[config.mk]
export PLATFORM = sky130hd
export DESIGN_NAME = async_fifo_wr_ctrl
export DESIGN_NICKNAME = d
export VERILOG_FILES = /design/src/rtl/async_fifo_wr_ctrl.sv
export SDC_FILE = /design/constraint.sdc
export NUM_CORES = 1
export LEC_CHECK = 0
export CORE_MARGIN = 3
export CORE_UTILIZATION = 45
export CTS_CLUSTER_DIAMETER = 50
export DETAILED_ROUTE_END_ITERATION = 12
export PLACE_DENSITY = 0.84
export SLEW_MARGIN = 25
export SYNTH_ARGS = -nofsm -noshare
export SYNTH_HDL_FRONTEND = slang
export SYNTH_SLANG_ARGS = --single-unit
[constraint.sdc]
create_clock -name wr_clk -period 4.1 [get_ports wr_clk]
set_input_delay 0.82 -clock wr_clk [delete_from_list [all_inputs] [get_ports wr_clk]]
set_output_delay 0.82 -clock wr_clk [all_outputs]
set_load 0.03 [all_outputs]
[src/rtl/async_fifo_wr_ctrl.sv]
// Write-side controller of the asynchronous FIFO: pointers, read-pointer synchroniser and flags in wr_clk.
// Optional occupancy output wr_level is enabled by defining FIFO_WR_LEVEL_EN.
module async_fifo_wr_ctrl #(
    parameter int DATA_WIDTH  = 16,
    parameter int ADDR_SIZE   = 4,
    parameter int SYNC_STAGES = 2,
    parameter int AF_THRESH   = 2
) (
    input  logic                  wr_clk,
    input  logic                  wr_rstn,
    input  logic                  wr_req,
    input  logic [DATA_WIDTH-1:0] wr_din,
    input  logic [ADDR_SIZE:0]    rd_ptr_gray,
    input  logic                  ovf_clr,
    output logic                  ram_wr_en,
    output logic [ADDR_SIZE-1:0]  ram_wr_addr,
    output logic [DATA_WIDTH-1:0] ram_wr_data,
    output logic                  full,
    output logic                  almost_full,
    output logic                  overflow,
`ifdef FIFO_WR_LEVEL_EN
    output logic [ADDR_SIZE:0]    wr_ptr_gray,
    output logic [ADDR_SIZE:0]    wr_level
`else
    output logic [ADDR_SIZE:0]    wr_ptr_gray
`endif
);

    localparam logic [ADDR_SIZE:0] PTR_ONE = {{ADDR_SIZE{1'b0}}, 1'b1};
    localparam logic [ADDR_SIZE:0] DEPTH_W = {1'b1, {ADDR_SIZE{1'b0}}};
    localparam logic [ADDR_SIZE:0] AF_W    = (ADDR_SIZE+1)'(AF_THRESH);

    function automatic logic [ADDR_SIZE:0] gray2bin(input logic [ADDR_SIZE:0] g);
        logic [ADDR_SIZE:0] b;
        b[ADDR_SIZE] = g[ADDR_SIZE];
        for (int i = ADDR_SIZE - 1; i >= 0; i--) begin
            b[i] = b[i+1] ^ g[i];
        end
        return b;
    endfunction

    function automatic logic [ADDR_SIZE:0] bin2gray(input logic [ADDR_SIZE:0] b);
        return b ^ (b >> 1'b1);
    endfunction

    logic [ADDR_SIZE:0] wr_bin_r;
    logic [ADDR_SIZE:0] wr_gray_r;
    logic [ADDR_SIZE:0] sync_r [SYNC_STAGES];
    logic               full_r;
    logic               af_r;
    logic               ovf_r;

    logic               accept_s;
    logic [ADDR_SIZE:0] wr_bin_next_s;
    logic [ADDR_SIZE:0] wr_gray_next_s;
    logic [ADDR_SIZE:0] rq_sync_s;
    logic [ADDR_SIZE:0] rd_bin_sync_s;
    logic [ADDR_SIZE:0] used_next_s;
    logic [ADDR_SIZE:0] free_next_s;
    logic [ADDR_SIZE:0] full_cmp_s;
    logic               full_next_s;
    logic               af_next_s;
    logic               ovf_next_s;

    // Next-pointer, occupancy and flag computation.
    always_comb begin
        accept_s       = wr_req & ~full_r;
        wr_bin_next_s  = wr_bin_r;
        wr_gray_next_s = wr_gray_r;
        rq_sync_s      = sync_r[SYNC_STAGES-1];
        rd_bin_sync_s  = gray2bin(rq_sync_s);
        used_next_s    = {(ADDR_SIZE+1){1'b0}};
        free_next_s    = DEPTH_W;
        full_cmp_s     = {~rq_sync_s[ADDR_SIZE:ADDR_SIZE-1], rq_sync_s[ADDR_SIZE-2:0]};
        full_next_s    = 1'b0;
        af_next_s      = 1'b0;
        ovf_next_s     = ovf_r;

        if (accept_s) begin
            wr_bin_next_s = wr_bin_r + PTR_ONE;
        end else begin
            wr_bin_next_s = wr_bin_r;
        end
        wr_gray_next_s = bin2gray(wr_bin_next_s);

        // MSB of the pointers separates full (MSBs differ) from empty (MSBs equal).
        full_next_s = (wr_gray_next_s == full_cmp_s);
        used_next_s = wr_bin_next_s - rd_bin_sync_s;
        free_next_s = DEPTH_W - used_next_s;
        af_next_s   = (free_next_s <= AF_W);

        // A new rejected push outranks a simultaneous clear.
        if (wr_req & full_r) begin
            ovf_next_s = 1'b1;
        end else if (ovf_clr) begin
            ovf_next_s = 1'b0;
        end else begin
            ovf_next_s = ovf_r;
        end
    end

    // Read-pointer synchroniser: plain flop chain, no logic between stages.
    always_ff @(posedge wr_clk or negedge wr_rstn) begin
        if (!wr_rstn) begin
            for (int i = 0; i < SYNC_STAGES; i++) begin
                sync_r[i] <= {(ADDR_SIZE+1){1'b0}};
            end
        end else begin
            sync_r[0] <= rd_ptr_gray;
            for (int i = 1; i < SYNC_STAGES; i++) begin
                sync_r[i] <= sync_r[i-1];
            end
        end
    end

    // Write pointers and status flags.
    always_ff @(posedge wr_clk or negedge wr_rstn) begin
        if (!wr_rstn) begin
            wr_bin_r  <= {(ADDR_SIZE+1){1'b0}};
            wr_gray_r <= {(ADDR_SIZE+1){1'b0}};
            full_r    <= 1'b0;
            af_r      <= 1'b0;
            ovf_r     <= 1'b0;
        end else begin
            wr_bin_r  <= wr_bin_next_s;
            wr_gray_r <= wr_gray_next_s;
            full_r    <= full_next_s;
            af_r      <= af_next_s;
            ovf_r     <= ovf_next_s;
        end
    end

`ifdef FIFO_WR_LEVEL_EN
    logic [ADDR_SIZE:0] level_r;

    // Registered occupancy, aligned with the flags.
    always_ff @(posedge wr_clk or negedge wr_rstn) begin
        if (!wr_rstn) begin
            level_r <= {(ADDR_SIZE+1){1'b0}};
        end else begin
            level_r <= used_next_s;
        end
    end

    assign wr_level = level_r;
`endif

    // No RAM write is issued while the block is held in reset.
    assign ram_wr_en   = accept_s & wr_rstn;
    assign ram_wr_addr = wr_bin_r[ADDR_SIZE-1:0];
    assign ram_wr_data = wr_din;
    assign full        = full_r;
    assign almost_full = af_r;
    assign overflow    = ovf_r;
    assign wr_ptr_gray = wr_gray_r;

endmodule

# After elaboration in Yosys (flattened, before gate mapping)
# Index checks and enable logic that the tools add are counted.
[classes] add_sub_neg=3 n_lt_le_gt_ge=1 n_eq_ne=1 muxes=3 n_bitwise=10 n_reduce_logical=1
[ops] operator="$add 5x1->5 const B" n=1
[ops] operator="$eq 5x5->1" n=1
[ops] operator="$le 5x2->1 const B" n=1
[ops] operator="$mux 5" n=1
[ops] operator="$sub 5x5->5" n=1
[ops] operator="$sub 5x5->5 const A" n=1
[ops] operator="$xor 5x4->5" n=1
[ops] operator="$xor 1x1->1" n=4
[ops] operator="$and 1x1->1" n=3
[ops] operator="$mux 1" n=2
[ops] operator="$not 2->2" n=1
[ops] operator="$reduce_bool 2->1" n=1
[ops] operator="$not 1->1" n=1
[word_totals] register_bits=23 output_inout_bits=29

# Logic depth before layout (Yosys ltp)
[depth] word_depth=7 mapped_depth=12

# Worst setup path before layout
# Ideal clock, no wire load.
[synth_timing] kind="input port to flip-flop" start="input wr_req" end="register af_r (netlist: almost_full)" setup_ps=123 arrival_time_ps=2630 required_time_ps=3977 slack_ps=1347 path_stages=11 path_buffers=1 cell_sequence="nor2b_4 buf_6 nand2_1 xnor2_1 ha_1 ha_1 a21o_1 a21oi_1 xor2_1 xnor2_1 nor3_1"
[synth_between] elab_chain_cells=5
[synth_lines] element="from (decl)" line_no="11" text="input logic wr_req,"
[synth_lines] element="$and 1x1->1" line_no="67" text="accept_s = wr_req & ~full_r;"
[synth_lines] element="$mux 5" line_no="79" text="if (accept_s) begin"
[synth_lines] element="$sub 5x5->5" line_no="88" text="used_next_s = wr_bin_next_s - rd_bin_sync_s;"
[synth_lines] element="$sub 5x5->5" line_no="89" text="free_next_s = DEPTH_W - used_next_s;"
[synth_lines] element="$le 5x2->1" line_no="90" text="af_next_s = (free_next_s <= AF_W);"
[synth_lines] element="via af_next_s" line_no="62" text="logic af_next_s;"
[synth_lines] element="to (signal assigned)" line_no="128" text="af_r <= af_next_s;"
[synth_lines] element="to (decl)" line_no="50" text="logic af_r;"
# The timed path passes the listed nets, and every way through them passes these cells.
# A chain may end at the register's enable or synchronous reset.

# Worst setup path in the final report
[layout_timing] start="input wr_req" end="output ram_wr_en"
[layout_between] elab_chain_cells=2
[layout_lines] element="$and 1x1->1" line_no="67"
[layout_lines] element="$and 1x1->1" line_no="149" text="assign ram_wr_en = accept_s & wr_rstn;"
[layout_lines] element="to (decl)" line_no="15" text="output logic ram_wr_en,"
# No other way between the ends.

==> flow_summary.json <==
{
  "critPathLaunch": "wr_req",
  "ir_drop_v": 0.000639,
  "reg2reg_depth": 10,
  "cts_sinks": 22,
  "final_nets": 152,
  "cts_buffers": 3,
  "min_to": "rq_sync_s[2]",
  "synth_area_leader_cell": "dfrtp_1",
  "wl_per_cell_um": 13.8,
  "ys_types": 27,
  "clk_latency_ns": 0.31,
  "period_share_pct": 81.9,
  "post-cts-setup-buffer-count": 0,
  "seq_area_frac_synth_pct": 43.7,
  "top_usage_layer": "met2",
  "vias_per_cell": 5.09,
  "final.fill_count": 238,
  "vias": 748,
  "htreeDepth": 1,
  "use_met1_pct": 18.3,
  "regToRegSetupSlack_ns": 1.27,
  "whs_ns": 0.357,
  "io_pins": 54,
  "cts.clk_slew.worst_paths_ns": 0.13,
  "drive_above_1_share_pct": 7.69,
  "arrival_ns": 2.54,
  "cts_tree": "done",
  "cp-start-kind": "input pin",
  "initial_utilization_pct": 49.1,
  "drtIter0Drc": 29,
  "synthTopCellsByCount": "dfrtp_1, buf_4, xnor2_1",
  "setup_tns_ns": 0,
  "syn_avg_cell_area_um2": 11.5,
  "use_met3_pct": 5.48,
  "ant_nets": 0,
  "grt_use_total_pct": 14.1,
  "yosysMostFrequentCell": "dfrtp_1",
  "syn-instance-count": 110,
  "critPathCaptureType": "primary output",
  "status": "completed",
  "globalplace.congestion": 0.819,
  "dieHeight_um": 58.9,
  "rsz0062_at_grt": "false",
  "max_freq_mhz": 298,
  "rows": 18,
  "totalWireLength_um": 2030,
  "crit_type": "input pin to primary output",
  "power.density_mw_per_mm2": 921,
  "syn2layout_area_growth_pct": 13.0,
  "holdPathStages": 0,
  "synth_top_area_share_pct": 43.7,
  "core_area_mm2": 0.00257,
  "cts_resized": 0,
  "yosys-top-cells-area": "dfrtp_1, buf_4, xnor2_1",
  "drc": 0,
  "setup_viol": 0,
  "crit_required_ns": 3.28,
  "hpwl_um": 1530,
  "skew_ns": 0.00617,
  "grt-ovfl-total": 0,
  "finalHoldViolCount": 0,
  "die_area_mm2": 0.00347,
  "crit_path_max_fanout": 10,
  "synth_area_mm2": 0.00126,
  "antenna_found_initial": 0,
  "grt_pass1_wl_um": 3490,
  "leakage_nw": 0.641,
  "ys_async_sr_fraction_pct": 100,
  "r2r_end": "almost_full",
  "ctsLongestPathBuffers": 2,
  "portBuffers": 21,
  "relSlewSlack_pct": 70.8,
  "hold_start": "sync_r[7]",
  "slew_viol_final": 0,
  "clockRootBuffer": "clkbuf_4",
  "synthFlopType": "dfrtp_1",
  "synth_seq_cells": 22,
  "hold_path.class": "flip-flop to flip-flop",
  "ys.warnings.count": 0,
  "die_w_um": 58.9,
  "hold_buffers": 0,
  "tightest_slew_ns": 0.434,
  "grt_pass1_vias": 753,
  "final_util_pct": 55.5,
  "grt_util_met2_pct": 20.5,
  "drv_cap": 0,
  "r2r_start": "wr_bin_r[0]",
  "grt_max_degree": 23,
  "syn-num-nets": 144,
  "synth-edff-count": 0,
  "num_antenna_cells": 0,
  "dr.pass1.iters": 4,
  "timing.final.crit_period_ns": 3.36
}
[per-layer routing]
metal	routed length, um	vias up	share of wire [%]
li1	-	351	-
met1	938	360	46
met2	898	28	44
met3	150	9	7.4
met4	42	0	2.1
met5	0	-	0
[per-stage QoR]
stage	instance area (um^2)	std cells	setup slack, ns	total power, mW
after floorplan	1260	110	1.35	0.964
after global placement	1370	143	0.684	1.12
after detailed placement	1370	143	0.548	1.15
after CTS	1430	147	0.748	1.33
after global routing	1430	147	0.661	1.42
final	1430	147	0.744	1.31
[worst max-delay path, stage by stage]
cell and delay, ns:
clkdlybuf4s50_1 0.53, nor2b_4 0.33, and2_1 0.19, clkdlybuf4s50_1 0.67
[cell usage in the layout, fill, tap and decap left out, drive strengths merged]
master          n
buf             1
clkdlybuf4s50  21
and2            1
a21o            1
nor4            1
nand4           2
mux2i           1
dfrtp          22
clkbuf          3
xor2           10
bufinv          1
fa              1
a31oi           1
o22a            1
nand3b          2
xnor2          13
nor3            1
ha              8
o21ai           4
nor2            1
and4b           1
nand2           4
inv            11
xnor3           1
a21oi           2
nor2b           1
o221ai          1
[final cells by class]
type	count	area, um^2	area share [%]
Tap cell	30	37.5	2.63
Sequential cell	22	551	38.6
Timing Repair Buffer	22	218	15.3
Clock buffer	3	22.5	1.58
Inverter	11	41.3	2.90
Clock inverter	1	30.0	2.11
Multi-Input combinational cell	58	526	36.9
[sequential cells by signal (all words and copies together), names as in the netlist]
register / cells
wr_bin_r: 5
overflow: 1
wr_ptr_gray: 4
almost_full: 1
rq_sync_s: 5
sync_r: 5
full: 1
[kinds of logic (layout without fill, tap and decap cells)]
family,Yosys count,in the layout,share of synthesized area (%)
flip-flops,22,22,43.7
AO/OA/AOI/OAI,10,10,5.36
buffers and inverters,30,37,14.7
adder cells (fa/ha/maj),9,9,9.52
multiplexers,1,1,0.794
XOR/XNOR,24,24,17.9
AND/OR/NAND/NOR,14,14,8.13
[worst max-delay path by stage]
stage                       end  cells past startpoint  slack (ns)
floorplan           almost_full                     11        1.35
global placement    almost_full                     11        0.68
detailed placement  almost_full                     11        0.55
CTS                   ram_wr_en                      4        0.75
global route          ram_wr_en                      4        0.66
finish                ram_wr_en                      4        0.74
[power breakdown]
group | leakage, nW | internal, mW | switching, mW | total, mW
combinational | 0.349 | 0.369 | 0.419 | 0.787
sequential | 0.264 | 0.281 | 0.0767 | 0.358
clock | 0.0279 | 0.0989 | 0.0683 | 0.167
No activity file was read; power rests on OpenSTA's default activity.
